==> config.mk <==
export PLATFORM = sky130hd
export DESIGN_NAME = imm_extend_stage
export DESIGN_NICKNAME = d
export VERILOG_FILES = /design/src/rtl/imm_extend_pkg.sv /design/src/rtl/imm_extend_fn.sv /design/src/rtl/imm_extend_stage.sv
export SDC_FILE = /design/constraint.sdc
export NUM_CORES = 1
export LEC_CHECK = 0
export ABC_AREA = 1
export BUFFER_PORTS_ARGS = -buffer_cell sky130_fd_sc_hd__buf_2
export CORE_ASPECT_RATIO = 0.7
export CORE_UTILIZATION = 50
export CTS_CLUSTER_DIAMETER = 50
export DETAILED_ROUTE_END_ITERATION = 6
export PLACE_DENSITY = 0.75
export SYNTH_ARGS = -nofsm -noshare
export SYNTH_HDL_FRONTEND = slang
export SYNTH_SLANG_ARGS = --single-unit
==> constraint.sdc <==
create_clock -name clk -period 2.1 [get_ports clk]
set_clock_uncertainty 0.1 [all_clocks]
set_input_delay 0.21 -clock clk [delete_from_list [all_inputs] [get_ports clk]]
set_output_delay 0.21 -clock clk [all_outputs]
set_load 0.02 [all_outputs]
==> src/rtl/imm_extend_pkg.sv <==
// Shared decode definitions for the immediate-extension stage:
// mode encodings and default widths.
package imm_extend_pkg;

  typedef enum logic [1:0] {
    IMM_SEXT   = 2'b00,
    IMM_ZEXT   = 2'b01,
    IMM_UPPER  = 2'b10,
    IMM_BRANCH = 2'b11
  } imm_mode_e;

  localparam int DEF_IN_W  = 16;
  localparam int DEF_OUT_W = 32;
  localparam int DEF_TAG_W = 5;

endpackage

==> src/rtl/imm_extend_fn.sv <==
// Combinational immediate extender: maps (imm, mode) to an OUT_W-bit operand.
module imm_extend_fn
  import imm_extend_pkg::*;
#(
  parameter int IN_W  = DEF_IN_W,
  parameter int OUT_W = DEF_OUT_W
) (
  input  logic [IN_W-1:0]  imm_i,
  input  imm_mode_e        mode_i,
  output logic [OUT_W-1:0] ext_o
);

  logic [OUT_W-1:0] sext;

  assign sext = {{(OUT_W-IN_W){imm_i[IN_W-1]}}, imm_i};

  always_comb begin
    ext_o = '0;
    unique case (mode_i)
      IMM_SEXT:   ext_o = sext;
      IMM_ZEXT:   ext_o = {{(OUT_W-IN_W){1'b0}}, imm_i};
      IMM_UPPER:  ext_o = {imm_i, {(OUT_W-IN_W){1'b0}}};
      // Branch offsets are word-scaled; the two bits shifted out simply wrap.
      IMM_BRANCH: ext_o = {sext[OUT_W-3:0], 2'b00};
      default:    ext_o = '0;
    endcase
  end

endmodule

==> src/rtl/imm_extend_stage.sv <==
// Registered immediate-extension stage with a two-entry skid buffer;
// in_ready depends only on registered state, never on out_ready.
module imm_extend_stage
  import imm_extend_pkg::*;
#(
  parameter int IN_W  = DEF_IN_W,
  parameter int OUT_W = DEF_OUT_W,
  parameter int TAG_W = DEF_TAG_W
) (
  input  logic             clk,
  input  logic             rst,
  input  logic             flush,
  input  logic             in_valid,
  output logic             in_ready,
  input  logic [IN_W-1:0]  in_imm,
  input  logic [1:0]       in_mode,
  input  logic [TAG_W-1:0] in_tag,
  output logic             out_valid,
  input  logic             out_ready,
  output logic [OUT_W-1:0] out_imm,
  output logic [TAG_W-1:0] out_tag
);

  if (OUT_W < IN_W + 2) begin : g_width_check
    $error("imm_extend_stage: OUT_W must be at least IN_W+2");
  end

  logic [OUT_W-1:0] ext;

  imm_extend_fn #(
    .IN_W  (IN_W),
    .OUT_W (OUT_W)
  ) u_fn (
    .imm_i  (in_imm),
    .mode_i (imm_mode_e'(in_mode)),
    .ext_o  (ext)
  );

  logic             m_vld_q, m_vld_d;
  logic             s_vld_q, s_vld_d;
  logic [OUT_W-1:0] m_imm_q, m_imm_d, s_imm_q, s_imm_d;
  logic [TAG_W-1:0] m_tag_q, m_tag_d, s_tag_q, s_tag_d;
  logic             acc, pop;

  assign in_ready  = ~s_vld_q;
  assign out_valid = m_vld_q;
  assign out_imm   = m_imm_q;
  assign out_tag   = m_tag_q;

  assign acc = in_valid & ~s_vld_q;
  assign pop = m_vld_q & out_ready;

  always_comb begin
    m_vld_d = m_vld_q;
    s_vld_d = s_vld_q;
    m_imm_d = m_imm_q;
    m_tag_d = m_tag_q;
    s_imm_d = s_imm_q;
    s_tag_d = s_tag_q;
    // Flush wins over any same-cycle accept; data may stay stale.
    if (flush) begin
      m_vld_d = 1'b0;
      s_vld_d = 1'b0;
    end else if (!m_vld_q) begin
      if (acc) begin
        m_vld_d = 1'b1;
        m_imm_d = ext;
        m_tag_d = in_tag;
      end
    end else if (!s_vld_q) begin
      if (acc && pop) begin
        m_imm_d = ext;
        m_tag_d = in_tag;
      end else if (acc) begin
        s_vld_d = 1'b1;
        s_imm_d = ext;
        s_tag_d = in_tag;
      end else if (pop) begin
        m_vld_d = 1'b0;
      end
    end else if (pop) begin
      m_imm_d = s_imm_q;
      m_tag_d = s_tag_q;
      s_vld_d = 1'b0;
    end
  end

  always_ff @(posedge clk or posedge rst) begin
    if (rst) begin
      m_vld_q <= 1'b0;
      s_vld_q <= 1'b0;
      m_imm_q <= '0;
      m_tag_q <= '0;
      s_imm_q <= '0;
      s_tag_q <= '0;
    end else begin
      m_vld_q <= m_vld_d;
      s_vld_q <= s_vld_d;
      m_imm_q <= m_imm_d;
      m_tag_q <= m_tag_d;
      s_imm_q <= s_imm_d;
      s_tag_q <= s_tag_d;
    end
  end

endmodule

==> results.py, run 1 <==
metrics = {
    "outcome": {
        "status": "finished clean",
    },
    "min_path": {
        "min_from": "in_tag[2]",
        "holdPathStages": 3,
        "hold_end": "s_tag_q[2]",
        "min_path_type": "primary input to flop",
    },
    "global_routing": {
        "grt_util_met3": 0.0727,
        "grt_max_degree": 60,
        "grt_pass1_wl_um": 15500,
        "grt_usage": 0.259,
        "grt_pass1_vias": 3195,
        "grt_use_met2": 0.397,
        "antenna_found_initial": 0,
        "busiest_layer": "met2",
        "grt-ovfl-total": 0,
        "grtUsageMet1": 0.363,
    },
    "sta": {
        "worst_pin_slew_ps": 656,
        "final-max-slew-violation-count": 0,
        "finalSetupViolations": 0,
        "post-route-period-util": 0.817,
        "rsz0062_at_grt": "no",
        "max_freq_mhz": 583,
        "timing.final.ws_setup_ps": 385,
        "hold_viol": 0,
        "slew_headroom": 0.562,
        "period_minus_slack_ps": 1710,
        "setup_tns_ps": 0,
    },
    "cts": {
        "tritoncts": "yes",
        "hold_buffers": 4,
        "ctsResizeCount": 0,
        "path_clk_slew_ps": 80,
        "h-tree-depth": 3,
        "cts_root_buf": "clkbuf_8",
        "clk_latency_ps": 360,
        "post-cts-setup-buffer-count": 0,
        "clock_path_buffers": 2,
        "cts_buffers": 9,
        "clkSinkCount": 76,
    },
    "critical_path": {
        "crit_arrival_ps": 1920,
        "start_kind": "flop",
        "crit_top_cell": "nand2_1",
        "reg2reg_from": "out_valid",
        "worst-r2r-setup-slack_ps": 390,
        "timing.rr.end": "out_imm[24]",
        "cp_data_required_time_ps": 2310,
        "worst-setup-path-type": "flop to flop",
        "critical_path.max_stage_delay_ps": 480,
        "crit_chain": "nand2_1 -> o21ai_1 -> nor2_2 -> inv_2 -> nand2_1 -> nand2_1",
        "cp_top_family": "buffers and inverters",
        "startpoint": "out_valid",
        "cp-end-kind": "flop",
        "path_max_fanout": 37,
        "crit_slowest_cell": "inv_2",
        "reg2reg_depth": 6,
        "worst-path-buf-inv": 1,
    },
    "routing": {
        "antenna_left": 0,
        "wire_per_inst_um": 13.8,
        "first_iter_violations": 365,
        "routed_wl_um": 9230,
        "vias": 3475,
        "post_drt_via_cell_ratio": 5.18,
        "drc": 0,
        "first_pass_iters": 4,
    },
    "die": {
        "io_pins": 67,
        "fp-row-count": 26,
        "core_area_mm2": 0.00729,
        "die_h_um": 74.6,
        "dieArea_mm2": 0.00789,
        "start_util": 0.517,
        "chipWidth_um": 106,
    },
    "finish": {
        "antennaDiodeCount": 0,
        "fillers": 680,
        "most-common-layout-cells": "210 x nand2_1, 89 x nand3_1, 76 x dfrtp_1",
        "area_growth_pct": 17.3,
        "design_area_mm2": 0.00442,
        "drive_gt1_frac": 0.180,
        "nets": 596,
        "instances_no_fill": 671,
        "final_common_cell": "nand2_1",
    },
    "pwr": {
        "switchingPower_mw": 1.42,
        "p_int_mw": 2.85,
        "p_clk_frac": 0.294,
        "ir_drop_mv": 0.381,
        "power_density_mw_per_mm2": 966,
        "pwr-share-comb": 0.243,
        "power_mw": 4.27,
        "p_leak_nw": 2.43,
        "swShare": 0.332,
        "seq_power_share": 0.463,
    },
    "synthesis": {
        "syn_area_per_cell_um2": 7.40,
        "ys_seq_area_frac": 0.505,
        "post-synth-top-area-cell": "dfrtp_1",
        "syn-num-nets": 537,
        "synth_seq_cells": 76,
        "yosysTopAreaCellShare": 0.505,
        "yosysUniqueCellTypes": 19,
        "netlist_area_mm2": 0.00377,
        "yosys_warnings": 0,
        "yosys-top-cells-area": "dfrtp_1 50%, nand2_1 21%, nand3_1 12%",
        "synth_cells": 509,
    },
    "placed_design": {
        "place.gp.congestion": 0.795,
        "place_area_mm2": 0.00416,
        "numPortBuffers": 66,
        "dp.final_hpwl_um": 6020,
        "dp_slack_ps": 344,
        "place_inst": 651,
    },
    "flow_run": {
        "drv_cap": 0,
    },
}
==> power by group through the flow <==
stage / combinational (mW) / sequential (mW) / clock [mW]
after floorplan: 0.525 / 2.18 / 0
after global placement: 1.00 / 1.99 / 0
final: 1.04 / 1.98 / 1.25
after global routing: 1.19 / 2.02 / 1.33
after detailed placement: 1.03 / 2.01 / 0
after CTS: 1.05 / 1.98 / 1.28
==> state kept, by name, indices dropped and copies added (netlist names) <==
register / count
out_valid: 1
s_tag_q: 5
out_tag: 5
s_vld_q: 1
s_imm_q: 32
out_imm: 32
==> area by class of cell <==
class | count | area, um^2 | share of cell area
repair buffers | 79 | 450 | 0.102
multi-input cells | 359 | 1560 | 0.353
clock inverters | 7 | 97.6 | 0.0221
well taps | 98 | 123 | 0.0277
flip-flops and latches | 76 | 1900 | 0.430
inverters | 43 | 165 | 0.0374
clock buffers | 9 | 124 | 0.0280
==> stage by stage <==
stage | utilization | hold WS, ps
6_report | 0.607 | 24.6
5_1_grt | 0.607 | 27.0
4_1_cts | 0.607 | 9.93
3_5_place_dp | 0.571 | 246
3_3_place_gp | 0.571 | 242
2_1_floorplan | - | 176
==> Yosys cell counts <==
| master | instances |
|---|---|
| nand4_1 | 1 |
| inv_1 | 39 |
| nor2_2 | 1 |
| dfrtp_1 | 76 |
| o21ai_0 | 39 |
| inv_2 | 3 |
| buf_2 | 12 |
| o31ai_1 | 1 |
| nor3_4 | 1 |
| nand3_2 | 2 |
| nand3_1 | 89 |
| clkbuf_1 | 15 |
| o21ai_1 | 6 |
| or2_2 | 3 |
| nand2_2 | 1 |
| clkinv_1 | 1 |
| nor2_1 | 5 |
| buf_4 | 4 |
| nand2_1 | 210 |
==> tightest hold or removal path, stage by stage <==
cell and delay [ps]:
buf_2 90, inv_1 60, o21ai_0 80
==> cells by family (layout without fill, tap and decap cells) <==
kind of cell | count (synthesis) | in the layout | synth area share
AND/OR/NAND/NOR | 313 | 313 | 0.352
flip-flops | 76 | 76 | 0.505
buffers and inverters | 74 | 138 | 0.0817
AO/OA/AOI/OAI | 46 | 46 | 0.0618
==> routing by layer <==
layer,vias to the layer above,wire (um),share of wire
met5,-,0,0
met4,0,138,0.015
met3,16,654,0.071
met2,121,4010,0.43
met1,1613,4430,0.48
li1,1725,-,-
==> worst max path at each step <==
| stage | end | slack [ps] | cells past startpoint |
|---|---|---|---|
| after floorplan | out_imm[21] | 560 | 7 |
| after global placement | out_imm[30] | 410 | 7 |
| after detailed placement | out_imm[19] | 340 | 7 |
| after CTS | out_imm[24] | 390 | 8 |
| after global routing | out_imm[24] | 170 | 8 |
| final | out_imm[24] | 390 | 6 |
Power figures use the tool's default switching activity.
==> inputs of run 2 (changes only) <==
--- a/config.mk
+++ b/config.mk
@@ -5,13 +5,13 @@
 export SDC_FILE = /design/constraint.sdc
 export NUM_CORES = 1
 export LEC_CHECK = 0
-export ABC_AREA = 1
+export ABC_AREA = 0
 export BUFFER_PORTS_ARGS = -buffer_cell sky130_fd_sc_hd__buf_2
 export CORE_ASPECT_RATIO = 0.7
-export CORE_UTILIZATION = 50
+export CORE_UTILIZATION = 57
 export CTS_CLUSTER_DIAMETER = 50
 export DETAILED_ROUTE_END_ITERATION = 6
-export PLACE_DENSITY = 0.75
+export PLACE_DENSITY = 0.8
 export SYNTH_ARGS = -nofsm -noshare
 export SYNTH_HDL_FRONTEND = slang
 export SYNTH_SLANG_ARGS = --single-unit
==> constraint.sdc (replaced) <==
create_clock -name clk -period 1.76 [get_ports clk]
set_clock_uncertainty 0.1 [all_clocks]
set_input_delay 0.176 -clock clk [delete_from_list [all_inputs] [get_ports clk]]
set_output_delay 0.176 -clock clk [all_outputs]
set_load 0.02 [all_outputs]
==> run 2 against run 1 <==
  * Power increased by 21%
  * Highest routed layer unchanged
  * Worst setup slack worse by 400 ps
  * Area after synthesis is 8.6% higher
  * The flow now finishes with violations (negative setup slack)
  * Critical path type is now primary input to flop
  * Sequential cell count unchanged
  * Combinational power rose by 25%
  * Largest power group unchanged
  * Sequential power grew 19%
  * First-iteration DRC count is 31% lower
==> results.py, run 2 <==
metrics = {
    "die": {
        "die_h_um": 72.9,
        "start_util": 0.597,
        "io_pins": 67,
        "dieArea_mm2": 0.00753,
        "chipWidth_um": 103,
        "fp-row-count": 25,
        "core_area_mm2": 0.00685,
    },
    "critical_path": {
        "cp-end-kind": "flop",
        "critical_path.max_stage_delay_ps": 530,
        "reg2reg_from": "out_valid",
        "cp_data_required_time_ps": 1890,
        "worst-path-buf-inv": 3,
        "crit_chain": "dlygate4sd3_1 -> buf_4 -> nor2b_4 -> nor3b_4 -> buf_6 -> mux2_2",
        "crit_arrival_ps": 1910,
        "worst-setup-path-type": "primary input to flop",
        "start_kind": "primary input",
        "cp_top_family": "buffers and inverters",
        "startpoint": "out_ready",
        "path_max_fanout": 15,
        "crit_slowest_cell": "dlygate4sd3_1",
    },
    "pwr": {
        "pwr-share-comb": 0.253,
        "power_density_mw_per_mm2": 1040,
        "swShare": 0.304,
        "seq_power_share": 0.457,
        "p_leak_nw": 2.38,
        "power_mw": 5.16,
        "p_clk_frac": 0.290,
        "ir_drop_mv": 0.495,
        "p_int_mw": 3.59,
        "switchingPower_mw": 1.57,
    },
    "synthesis": {
        "syn-num-nets": 412,
        "yosys_warnings": 0,
        "yosysUniqueCellTypes": 28,
        "synth_common_cells": "76 x dfrtp_1, 59 x o31ai_1, 50 x mux2_2, 29 x nor2_1, 21 x clkbuf_1",
        "netlist_area_mm2": 0.00409,
        "ys_seq_area_frac": 0.465,
        "synth_cells": 384,
        "synth_seq_cells": 76,
        "synth_ff_type": "dfrtp_1",
        "async_flop_share": 1.00,
        "yosys-top-cells-area": "dfrtp_1 46%, mux2_2 14%, o31ai_1 11%",
        "post-synth-top-area-cell": "dfrtp_1",
        "yosysMostFrequentCell": "dfrtp_1",
        "syn_area_per_cell_um2": 10.7,
        "synth-edff-count": 0,
        "yosysTopAreaCellShare": 0.465,
    },
    "flow_run": {
        "drv_cap": 0,
    },
    "sta": {
        "max_freq_mhz": 562,
        "post-route-period-util": 1.01,
        "timing.final.ws_setup_ps": -18.0,
        "rsz0062_at_grt": "yes",
        "final-max-slew-violation-count": 0,
        "worst_pin_slew_ps": 541,
        "setup_tns_ps": -61.5,
        "slew_headroom": 0.639,
        "finalSetupViolations": 16,
        "period_minus_slack_ps": 1780,
        "hold_viol": 0,
    },
    "finish": {
        "antennaDiodeCount": 0,
        "area_growth_pct": 20.6,
        "nets": 485,
        "drive_gt1_frac": 0.401,
        "final_common_cell": "dfrtp_1",
        "utilization": 0.721,
        "most-common-layout-cells": "74 x dfrtp_1, 65 x buf_2, 53 x o31ai_1",
    },
    "routing": {
        "drc": 0,
        "first_iter_violations": 253,
        "post_drt_via_cell_ratio": 5.99,
        "wire_per_inst_um": 18.8,
        "antenna_left": 0,
        "first_pass_iters": 4,
        "routed_wl_um": 10400,
        "vias": 3323,
    },
    "cts": {
        "h-tree-depth": 3,
        "clock_path_buffers": 2,
        "clk_latency_ps": 350,
        "path_clk_slew_ps": 70,
        "tritoncts": "yes",
        "clkSinkCount": 76,
        "cts_root_buf": "clkbuf_8",
        "cts_buffers": 9,
    },
    "min_path": {
        "min_from": "in_valid",
        "min_path_type": "primary input to flop",
    },
    "outcome": {
        "violations": "negative setup slack",
        "status": "finished, violations left",
    },
    "global_routing": {
        "grt_pass1_vias": 3344,
        "grt_max_degree": 36,
        "grt_pass1_wl_um": 16800,
        "antenna_found_initial": 0,
        "grt_usage": 0.301,
        "grt-ovfl-total": 0,
    },
    "placed_design": {
        "dp.final_hpwl_um": 6940,
        "numPortBuffers": 66,
        "place.gp.congestion": 0.832,
    },
}
==> run 2: cell types whose count changed after synthesis, moves of 6 or more <==
cell and delta:
nand2_1 -194, nand3_1 -73, o31ai_1 +58, mux2_2 +50, inv_1 -31, o21ai_0 -25
nor2_1 +24, mux2i_1 +17, nand2b_1 +16, and3_1 +15, o21ba_2 +11, buf_6 +8
clkbuf_1 +6, o21ai_1 -6
==> run 2: through the flow <==
step	worst slack (ps)	hold slack, ps	instances	instance area (um^2)
4_1_cts	13.0	59.6	556	4930
3_5_place_dp	-4.84	146	530	4580
5_1_grt	-50.8	63.2	555	4940
3_3_place_gp	84.1	136	530	4580
6_report	-18.0	61.6	555	4940
2_1_floorplan	-21.7	172	384	4110
==> run 2: routing by layer <==
| metal | track usage | vias up | share of wire |
|---|---|---|---|
| li1 | - | 1531 | - |
| met1 | 0.418 | 1650 | 0.46 |
| met2 | 0.474 | 124 | 0.46 |
| met3 | 0.0757 | 18 | 0.067 |
| met4 | 0.0782 | 0 | 0.012 |
| met5 | 0 | - | 0 |
==> run 2: worst paths after layout <==
check,end,slack [ps],cells past startpoint
min reg2reg,out_imm[8],400,2
max in group asynchronous,out_imm[15],620,4
max reg2reg,out_tag[3],0,6
min,out_valid,60,3
min in group asynchronous,out_imm[6],310,3
max,s_imm_q[11],-20,6
==> run 2: final cells by class <==
class	count	area (um^2)
clock buffer	11	151
timing repair buffer	101	662
sequential	76	1900
fill	515	1910
clock inverter	4	72.6
inverter	8	33.8
tap	94	118
multi-input combinational	261	2000
==> run 2: power groups by stage <==
stage	Combinational [mW]	Clock, mW	Sequential, mW
CTS	1.29	1.52	2.35
finish	1.30	1.50	2.36
detailed placement	1.26	0	2.38
global route	1.42	1.59	2.40
floorplan	0.668	0	2.54
global placement	1.22	0	2.35
==> run 2: tightest hold or removal path, delay by kind of cell <==
family / cells / cell delay (ps)
buffers and inverters: 1 / 130
AND/OR/NAND/NOR: 1 / 90
AO/OA/AOI/OAI: 1 / 70
==> run 2: cell families (layout without fill, tap and decap cells) <==
kind of cell           count (synthesis)  count (layout)  synth area share
multiplexers                          67              67             0.179
flip-flops                            76              76             0.465
buffers and inverters                 47             124            0.0611
AND/OR/NAND/NOR                       98              98             0.123
AO/OA/AOI/OAI                         96              96             0.172
==> run 2: what timing repair did <==
action                                  4_1_cts  5_1_grt
setup buffers                                 3        1
endpoints found under the setup margin       15       40
pin swaps                                     1        0
hold buffers                                  7        0
endpoints found under the hold margin        25        0
gates cloned                                  1        0
gates resized for setup                       3       11
==> inputs of run 3 (changes only) <==
--- a/config.mk
+++ b/config.mk
@@ -8,10 +8,11 @@
 export ABC_AREA = 0
 export BUFFER_PORTS_ARGS = -buffer_cell sky130_fd_sc_hd__buf_2
 export CORE_ASPECT_RATIO = 0.7
-export CORE_UTILIZATION = 57
+export CORE_UTILIZATION = 51
 export CTS_CLUSTER_DIAMETER = 50
 export DETAILED_ROUTE_END_ITERATION = 6
-export PLACE_DENSITY = 0.8
+export PLACE_DENSITY = 0.76
 export SYNTH_ARGS = -nofsm -noshare
 export SYNTH_HDL_FRONTEND = slang
 export SYNTH_SLANG_ARGS = --single-unit
+export TNS_END_PERCENT = 20
==> constraint.sdc (replaced) <==
create_clock -name clk -period 1.5 [get_ports clk]
set_clock_uncertainty 0.1 [all_clocks]
set_input_delay 0.15 -clock clk [delete_from_list [all_inputs] [get_ports clk]]
set_output_delay 0.15 -clock clk [all_outputs]
set_load 0.02 [all_outputs]
==> run 3 against run 2 <==
  * The run still ends with negative setup slack left
  * Cell area grew 14%
  * First-iteration DRC count is 14% higher
  * Worst hold slack got worse by 16 ps
  * Global-route usage shrank 0.46 points
  * Count of clock-buffer cells in the layout stayed put
  * Sequential power is 19% higher
  * Clock power grew 49%
  * Power rose by 34%
  * Highest routed layer unchanged
==> results.py, run 3 (synthesis results as in run 2) <==
metrics = {
    "sta": {
        "final-max-slew-violation-count": 0,
        "worst_hold_slack_ps": 45.7,
        "max_freq_mhz": 573,
        "worst_pin_slew_ps": 400,
        "setup_tns_ps": -12110,
        "post-route-period-util": 1.16,
        "period_minus_slack_ps": 1740,
        "slew_headroom": 0.726,
        "finalSetupViolations": 74,
        "hold_viol": 0,
        "rsz0062_at_grt": "yes",
        "timing.final.ws_setup_ps": -244,
    },
    "global_routing": {
        "grt_pass1_wl_um": 18500,
        "grt_usage": 0.296,
        "grt_max_degree": 26,
        "antenna_found_initial": 0,
        "grt-ovfl-total": 0,
        "grt_pass1_vias": 3440,
    },
    "finish": {
        "nets": 508,
        "final_common_cell": "dfrtp_1",
        "drive_gt1_frac": 0.466,
        "antennaDiodeCount": 0,
        "fillers": 486,
        "utilization": 0.746,
        "most-common-layout-cells": "75 x dfrtp_1, 66 x buf_2, 39 x o31ai_1",
        "area_growth_pct": 37.0,
        "instances_no_fill": 583,
    },
    "die": {
        "start_util": 0.545,
        "io_pins": 67,
        "chipWidth_um": 109,
        "dieArea_mm2": 0.00839,
        "fp-row-count": 26,
        "die_h_um": 77.0,
        "core_area_mm2": 0.00751,
    },
    "pwr": {
        "power_mw": 6.90,
        "ir_drop_mv": 1.07,
        "power_density_mw_per_mm2": 1230,
        "p_leak_nw": 2.69,
    },
    "outcome": {
        "violations": "negative setup slack",
        "status": "finished, violations left",
    },
    "placed_design": {
        "place.gp.congestion": 0.821,
        "dp.final_hpwl_um": 7270,
        "numPortBuffers": 66,
        "place_inst": 546,
    },
    "routing": {
        "first_pass_iters": 5,
        "antenna_left": 0,
        "routed_wl_um": 12700,
        "post_drt_via_cell_ratio": 6.30,
        "wire_per_inst_um": 21.8,
        "first_iter_violations": 288,
        "vias": 3675,
        "drc": 0,
    },
    "cts": {
        "clock_path_buffers": 2,
        "cts_root_buf": "clkbuf_16",
        "h-tree-depth": 3,
        "path_clk_slew_ps": 60,
        "cts_buffers": 9,
        "clk_latency_ps": 350,
        "clkSinkCount": 76,
        "tritoncts": "yes",
    },
    "flow_run": {
        "drv_cap": 0,
    },
    "critical_path": {
        "worst-r2r-setup-slack_ps": -240,
        "crit_arrival_ps": 1880,
        "worst-setup-path-type": "flop to flop",
        "cp-end-kind": "flop",
        "cp_data_required_time_ps": 1630,
        "start_kind": "flop",
        "path_max_fanout": 12,
    },
    "min_path": {
        "min_path_type": "primary input to flop",
    },
}
## run 3: cell count changes in the layout (fill, tap and decap cells not counted), moves of 3 or more
| cell | delta |
|---|---|
| buf_12 | +6 |
| buf_4 | +7 |
| clkbuf_16 | +12 |
| clkbuf_8 | -10 |
| mux2_2 | -34 |
| mux2_4 | +34 |
| o31ai_1 | -14 |
| o31ai_2 | +11 |
| o31ai_4 | +3 |
| or3_4 | +3 |
## run 3: per-layer routing
layer | vias up | wire [um] | part of all wire | GRT usage
li1 | 1579 | - | - | -
met2 | 206 | 5900 | 0.46 | 0.436
met4 | 0 | 279 | 0.022 | 0.0865
met1 | 1857 | 5380 | 0.42 | 0.418
met5 | - | 0 | 0 | 0
met3 | 33 | 1140 | 0.089 | 0.0893
## run 3: power breakdown
group | internal, mW | switching (mW) | total (mW)
clock | 1.34 | 0.906 | 2.24
combinational | 0.904 | 0.953 | 1.86
sequential | 2.51 | 0.285 | 2.80
## run 3: final cells by class
class                   count  area, um^2  area share
multi-input cells         264        2290       0.409
flip-flops and latches     76        1900       0.339
clock inverters             5        61.3      0.0109
clock buffers              11         243      0.0433
well taps                  98         123      0.0219
repair buffers            121         952       0.170
inverters                   8        33.8     0.00602
## run 3: metrics by stage
stage / cell area [um^2] / setup slack, ps
2_1_floorplan: 4100 / -352
3_3_place_gp: 4700 / -197
3_5_place_dp: 4700 / -254
4_1_cts: 5270 / -190
5_1_grt: 5610 / -296
6_report: 5610 / -244
## run 3: timing repair
action | 4_1_cts | 5_1_grt
resized for setup | 28 | 58
hold buffers | 7 | 0
pin swaps | 15 | 11
endpoints found under the setup margin | 74 | 74
hold endpoints to repair | 18 | 0
setup buffers | 4 | 4
cloned | 3 | 4
## run 3: final timing paths
kind	to	depth (start not counted)	start
min in group asynchronous	s_vld_q	3	rst
worst max register to register	out_imm[0]	6	out_valid
max in group asynchronous	s_imm_q[18]	4	rst
worst min register to register	out_imm[8]	2	out_imm[8]
worst max-delay path	out_imm[0]	6	out_valid
worst min-delay path	out_valid	3	in_valid
## run 3: critical path: stages (launching register included)
cell and delay, ps:
dfrtp_1 400, buf_4 140, buf_4 140, nand2_4 80
buf_12 150, mux2_2 340, mux2_2 260
